**config.mk**
```make
export PLATFORM = sky130hd
export DESIGN_NAME = one_cold_scanner
export DESIGN_NICKNAME = d
export VERILOG_FILES = /design/src/rtl/one_cold_scanner.sv
export SDC_FILE = /design/constraint.sdc
export NUM_CORES = 1
export LEC_CHECK = 0
export CORE_AREA = 2 2 81 83
export DETAILED_ROUTE_END_ITERATION = 8
export DIE_AREA = 0 0 83 85
export PLACE_DENSITY_LB_ADDON = 0.08
export REMOVE_ABC_BUFFERS = 1
export SKIP_CTS_REPAIR_TIMING = 1
export SLEW_MARGIN = 20
export SYNTH_ARGS = -nofsm -noshare
export SYNTH_HDL_FRONTEND = slang
export SYNTH_SLANG_ARGS = --single-unit
```
**constraint.sdc**
```tcl
create_clock -name clk -period 3.1 [get_ports clk]
set_input_delay 0.465 -clock clk [delete_from_list [all_inputs] [get_ports clk]]
set_output_delay 0.465 -clock clk [all_outputs]
set_load 0.02 [all_outputs]
```
**src/rtl/one_cold_scanner.sv**
```systemverilog
// one_cold_scanner: drives N active-low select lines, exactly one low at a time.
// A prescaler rotates the active line. Software can freeze the rotation with
// hold or jump to a chosen line with force_valid/force_sel.
// Optional anti-ghosting blank gap after each line change: define ONE_COLD_BLANK_EN.
module one_cold_scanner #(
  parameter int N     = 4,
  parameter int SEL_W = 2,
  parameter int DIV_W = 16,
  parameter int BLANK = 2
) (
  input  logic             clk,
  input  logic             rst,
  input  logic             en,
  input  logic             hold,
  input  logic [DIV_W-1:0] div,
  input  logic             force_valid,
  input  logic [SEL_W-1:0] force_sel,
  output logic [N-1:0]     out,
  output logic [SEL_W-1:0] sel,
  output logic             step,
  output logic             wrap,
  output logic             force_err
);

  logic [DIV_W-1:0] cnt_q, cnt_d;
  logic [SEL_W-1:0] sel_q, sel_d;
  logic [N-1:0]     out_q, out_d;
  logic             step_q, step_d;
  logic             wrap_q, wrap_d;
  logic             err_q, err_d;
  // act_q is low while parked; the first enabled edge only shows line 0.
  logic             act_q, act_d;

  logic force_ok;
  logic last_line;

  function automatic logic [N-1:0] one_cold(input logic [SEL_W-1:0] s);
    logic [N-1:0] f;
    for (int i = 0; i < N; i++) begin
      f[i] = (int'(s) != i);
    end
    return f;
  endfunction

  assign force_ok  = force_valid && (int'(force_sel) < N);
  assign last_line = (int'(sel_q) == N - 1);

`ifdef ONE_COLD_BLANK_EN
  localparam int BW = (BLANK < 1) ? 1 : $clog2(BLANK + 1);

  logic [BW-1:0]  blank_q, blank_d;
  logic [BW-1:0]  blank_len;
  logic [DIV_W:0] div_p1;

  // Blank length is min(BLANK, div+1) so short dwells never blank past the next change.
  always_comb begin
    div_p1 = {1'b0, div} + {{DIV_W{1'b0}}, 1'b1};
    if (div_p1 < (DIV_W+1)'(BLANK)) begin
      blank_len = div_p1[BW-1:0];
    end else begin
      blank_len = BW'(BLANK);
    end
  end
`endif

  // Next-state: en, then force, then hold, then prescaler advance.
  always_comb begin
    cnt_d  = cnt_q;
    sel_d  = sel_q;
    step_d = 1'b0;
    wrap_d = 1'b0;
    err_d  = 1'b0;
    act_d  = act_q;
    if (!en) begin
      cnt_d = '0;
      sel_d = '0;
      act_d = 1'b0;
    end else begin
      act_d = 1'b1;
      err_d = force_valid && !force_ok;
      if (force_ok) begin
        sel_d  = force_sel;
        cnt_d  = '0;
        step_d = 1'b1;
      end else if (!act_q) begin
        cnt_d = '0;
        sel_d = '0;
      end else if (hold) begin
        cnt_d = cnt_q;
      end else if (cnt_q >= div) begin
        cnt_d  = '0;
        sel_d  = last_line ? '0 : sel_q + SEL_W'(1);
        step_d = 1'b1;
        wrap_d = last_line;
      end else begin
        cnt_d = cnt_q + DIV_W'(1);
      end
    end
  end

`ifdef ONE_COLD_BLANK_EN
  // Output with blank gap; hold freezes both the gap counter and the lines.
  always_comb begin
    blank_d = blank_q;
    out_d   = one_cold(sel_d);
    if (!en) begin
      blank_d = '0;
      out_d   = '1;
    end else if (step_d) begin
      if (blank_len == '0) begin
        blank_d = '0;
      end else begin
        blank_d = blank_len - BW'(1);
        out_d   = '1;
      end
    end else if (act_q && hold) begin
      out_d = out_q;
    end else if (blank_q != '0) begin
      blank_d = blank_q - BW'(1);
      out_d   = '1;
    end
  end

  // Blank counter register.
  always_ff @(posedge clk or posedge rst) begin
    if (rst) blank_q <= '0;
    else     blank_q <= blank_d;
  end
`else
  // Output tracks the next line index directly.
  always_comb begin
    out_d = en ? one_cold(sel_d) : '1;
  end
`endif

  // State and registered outputs.
  always_ff @(posedge clk or posedge rst) begin
    if (rst) begin
      cnt_q  <= '0;
      sel_q  <= '0;
      out_q  <= '1;
      step_q <= 1'b0;
      wrap_q <= 1'b0;
      err_q  <= 1'b0;
      act_q  <= 1'b0;
    end else begin
      cnt_q  <= cnt_d;
      sel_q  <= sel_d;
      out_q  <= out_d;
      step_q <= step_d;
      wrap_q <= wrap_d;
      err_q  <= err_d;
      act_q  <= act_d;
    end
  end

  assign out       = out_q;
  assign sel       = sel_q;
  assign step      = step_q;
  assign wrap      = wrap_q;
  assign force_err = err_q;

endmodule
```
# --- Yosys cells after proc, flatten, opt, wreduce, memory -nomap -nowiden ---
# Cells that the tools add are included.
totals:
  register_bits: 25
  out_inout_bits: 9
  wordCells: 38
op_classes:
  addsub: 2
  n_lt_le_gt_ge: 1
  eq_ne: 5
  muxes: 23
  reduce_logical: 1
ops:
  columns: ["cell", "n"]
  rows:
  - ["$mux W16", 5]
  - ["$add A16 B1 Y16 const B", 1]
  - ["$ge A16 B16 Y1", 1]
  - ["$mux W2", 6]
  - ["$mux W1", 11]
  - ["$mux W4", 1]
  - ["$ne A2 B2 Y1 const B", 2]
  - ["$ne A4 B4 Y1 const B", 1]
  - ["$add A2 B1 Y2 const B", 1]
  - ["$eq A2 B1 Y1 const B", 1]
  - ["$ne A2 B1 Y1 const B", 1]
  - ["$reduce_bool A2 Y1", 1]

# --- Depth between registers and ports, before layout ---
depth:
  word_depth: 9
  ltp_mapped: 9
  ltp_nobuf: 8

# --- Least setup slack after synthesis ---
# OpenSTA, ideal clock, no wires.
synth_timing:
  kind: "input -> register"
  from: "input port div[13]"
  to: "register out_q[0] (netlist: out[0])"
  setup_ns: 0.103
  t_arrival_ns: 2.198
  path_slack_ns: 0.799
  cell_stages: 8
  n_path_buf: 0
  cell_sequence: "inv_1 ha_1 and4_4 nor2b_4 or3_4 o31a_1 a221oi_2 o2111ai_1"
synth_via:
  elab_chain_len: 8
synth_lines:
  columns: ["element", "line", "rtl"]
  rows:
  - ["start: declaration", "15", "input logic [DIV_W-1:0] div,"]
  - ["$ge A16 B16 Y1", "90", "end else if (cnt_q >= div) begin"]
  - ["$mux W2", "90", null]
  - ["$mux W2", "88", "end else if (hold) begin"]
  - ["$mux W2", "85", "end else if (!act_q) begin"]
  - ["$mux W2", "81", "if (force_ok) begin"]
  - ["$mux W2", "74", "if (!en) begin"]
  - ["$reduce_bool A2 Y1", "40", "f[i] = (int'(s) != i);"]
  - ["$mux W4", "132", "out_d = en ? one_cold(sel_d) : '1;"]
  - ["via out_d[0]", "27", "logic [N-1:0] out_q, out_d;"]
  - ["end signal: assignment", "149", "out_q <= out_d;"]
  - ["end: declaration", "27", null]
# The timed path passes the listed nets, and every way through them passes these cells.
# A chain may end at the register's enable or synchronous reset.

# --- Final worst setup path ---
layout_timing:
  from: "input port div[14]"
  to: "register out_q[0] (netlist: out[0])"
# Same word-level chain as after synthesis.

==> results by group <==
Final layout
  – Fin area: 0.00229 mm^2
  – Share of cells above drive strength 1: 9.96%
  – Synthesis-to-finish area growth: 26.4%
  – Non-filler cells, final: 318
  – Fillers: 636
  – Commonest non-fill, non-tap cell in the layout: clkdlybuf4s50_1
  – Final net count: 283
  – Highest-count cells in the layout ignoring fill and taps: 30 x clkdlybuf4s50_1, 23 x inv_1, 21 x nand2_1, 21 x dfrtp_1
  – Number of diodes: 0
  – Final core occ: 37.0%

Run status
  – Status: completed

STA
  – Hold_ws: 543 ps
  – Unrepaired setup endpoints after global routing: false
  – Final Hold Violating Endpoints: 0
  – Setup TNS: 0 ps
  – Minimum clock period: 2630 ps
  – Period utilization: 85.0%
  – Max Fclk: 380 MHz
  – Final setup skew: 7.45 ps
  – Endpoints failing setup: 0
  – Slew Viols, Final: 0
  – Setup WS post-layout: 466 ps

Drt
  – Remaining DRCs: 0
  – 1st-iter DRT viols: 84
  – DRT Wirelength: 4370 um
  – Drt wl/cell: 13.7 um
  – Routed vias/inst: 5.12
  – Vias: 1627
  – Post-DRT Antenna Nets: 0
  – First-pass DRT Iterations: 4

Run
  – Max-cap viol count: 0

Setup path
  – Stages on worst setup path: 9
  – CP Class: in -> reg
  – CP max FO: 4
  – WP data arrival: 2820 ps
  – Worst R2R Path Depth: 9
  – Critical path endpoint category: flop
  – Worst Setup Start Kind: input port
  – Beginning of the critical path: div[14]
  – Family with the most delay on the worst path: compound AO/OA/AOI/OAI gates
  – CP Cell Sequence: clkdlybuf4s50_1 -> inv_1 -> ha_1 -> a21oi_1 -> a21boi_0 -> or3_4 -> o31a_1 -> a221oi_2 -> o2111ai_1
  – Required @ worst endpoint: 3290 ps
  – Worst path max stage delay: 450 ps
  – CP Buf/Inv Count: 2
  – Slowest cell on the critical path: clkdlybuf4s50_1
  – R2R Path Start: cnt_q[0]$_DFFE_PP0P_

Synthesis
  – Ys async rst share: 100%
  – Top_reg_cell synth: dfrtp_1
  – Syn_area_per_cell: 8.94 um^2
  – Sequential area share after synthesis: 34.8%
  – Synth Register Bits: 25
  – Synth Instances: 203
  – Number of flops mapped to enable cells by yosys: 0
  – Cell area after synthesis: 0.00181 mm^2
  – Post-synth cell types: 49
  – Ys Warns: 0

Power and ir drop
  – VDD IR max: 0.000155 V
  – Pwr Total: 0.647 mW
  – Cell Pwr Density: 282 mW/mm^2
  – Leak pwr: 0.997 nW

Die
  – Initial Utilization: 29.2%
  – DIE HEIGHT: 85 um
  – Die X-Extent: 83 um
  – Full die area: 0.00706 mm^2
  – Row count: 29
  – Core area: 0.00620 mm^2
  – Io pins: 32

Global routing
  – Vias in the first global route: 1614
  – Largest net degree at the start of global routing: 26
  – GR Overflow Total: 0
  – GR Util All Layers: 12.9%
  – Antenna violations before repair: 0
  – First-pass GRT wire length: 7570 um

Place
  – I/O Buffers: 30
  – Post-DP Area: 0.00225 mm^2
  – HPWL Detailed: 3380 um
  – Cell Count Post-Placement: 314
  – GP Congestion: 0.791
  – Pre-CTS setup slack: 144 ps

CTS
  – Max H-tree Level: 1
  – CTS sink count: 25
  – Clock Tree Buf Depth: 2
  – Root Driver: clkbuf_8
  – Clk Latency, worst-skew pair: 270 ps
  – Num CTS Buffers: 3
  – Clock transition at path regs: 100 ps
  – CTS tree: done

Worst hold path
  – HP Class: in -> async
[path summary, 6_finish.rpt]
kind | endpoint | slack (ps)
min in group clk | cnt_q[2]$_DFFE_PP0P_ | 560
worst max register to register | cnt_q[7]$_DFFE_PP0P_ | 610
worst min-delay path | sel[0]$_DFF_PP0_ | 540
worst min register to register | cnt_q[2]$_DFFE_PP0P_ | 560
max in group asynchronous | out[1]$_DFF_PP1_ | 2260
worst max-delay path | out[0]$_DFF_PP1_ | 470
[per-layer routing]
metal,GRT usage (%),part of all wire (%),up-vias
met5,0,0,-
li1,-,-,816
met1,16.6,48,778
met4,2.24,0.55,0
met3,3.31,3.7,2
met2,22.4,48,31
[logic make-up (layout without fill, tap and decap cells)]
logic type / Yosys count / after routing / synth area share [%]
buffers and inverters: 27 / 65 / 6.07
adder cells (fa/ha/maj): 18 / 18 / 12.4
XOR/XNOR: 3 / 3 / 1.45
flip-flops: 25 / 25 / 34.8
AND/OR/NAND/NOR: 78 / 78 / 23.9
multiplexers: 2 / 2 / 1.10
AO/OA/AOI/OAI: 49 / 49 / 20.1
other: 1 / 1 / 0.207
[cell usage after synthesis (2+ instances only)]
cell type  number  area [um^2]
dfrtp_1        21          526
dfstp_2         4          105
mux2i_1         2         20.0
buf_4           2         15.0
o311ai_1        6         52.6
o21ai_0        10         50.1
and3_1          6         37.5
nand3_1        18         90.1
a21o_1          2         15.0
nand2_1        21         78.8
nor2b_1         3         18.8
o211a_1         2         20.0
inv_1          23         86.3
nor3_1          5         25.0
o211ai_1        3         22.5
a21oi_1        12         60.1
xor2_1          2         17.5
nand4_1         3         18.8
nand2b_1        2         12.5
nor2_1          6         22.5
a21boi_0        2         15.0
ha_1           18          225
or3_1           4         25.0
[registers in the layout, summed over array words and instances (netlist names)]
register and count:
step 1, cnt_q 16, act_q 1, out 4, sel 2, wrap 1
[tightest hold or removal path, cell delays in order]
cell	delay, ps
clkdlybuf4s50_1	400
inv_1	50
buf_4	320
[power by group]
| group | internal, mW | switching, mW | leakage, nW | total [mW] |
|---|---|---|---|---|
| Clock | 0.0901 | 0.114 | 0.0255 | 0.204 |
| Combinational | 0.0550 | 0.0503 | 0.641 | 0.105 |
| Sequential | 0.333 | 0.00483 | 0.331 | 0.338 |
| Total | 0.478 | 0.169 | 0.997 | 0.647 |
[layout make-up]
type,count,area [um^2],area share (%)
inverters,23,86.3,3.76
flip-flops and latches,25,631,27.5
repair buffers,38,360,15.7
multi-input cells,151,1070,46.8
well taps,77,96.3,4.20
clock inverters,1,5.00,0.218
clock buffers,3,41.3,1.80
Note: power is estimated with default switching activity, not from simulation.
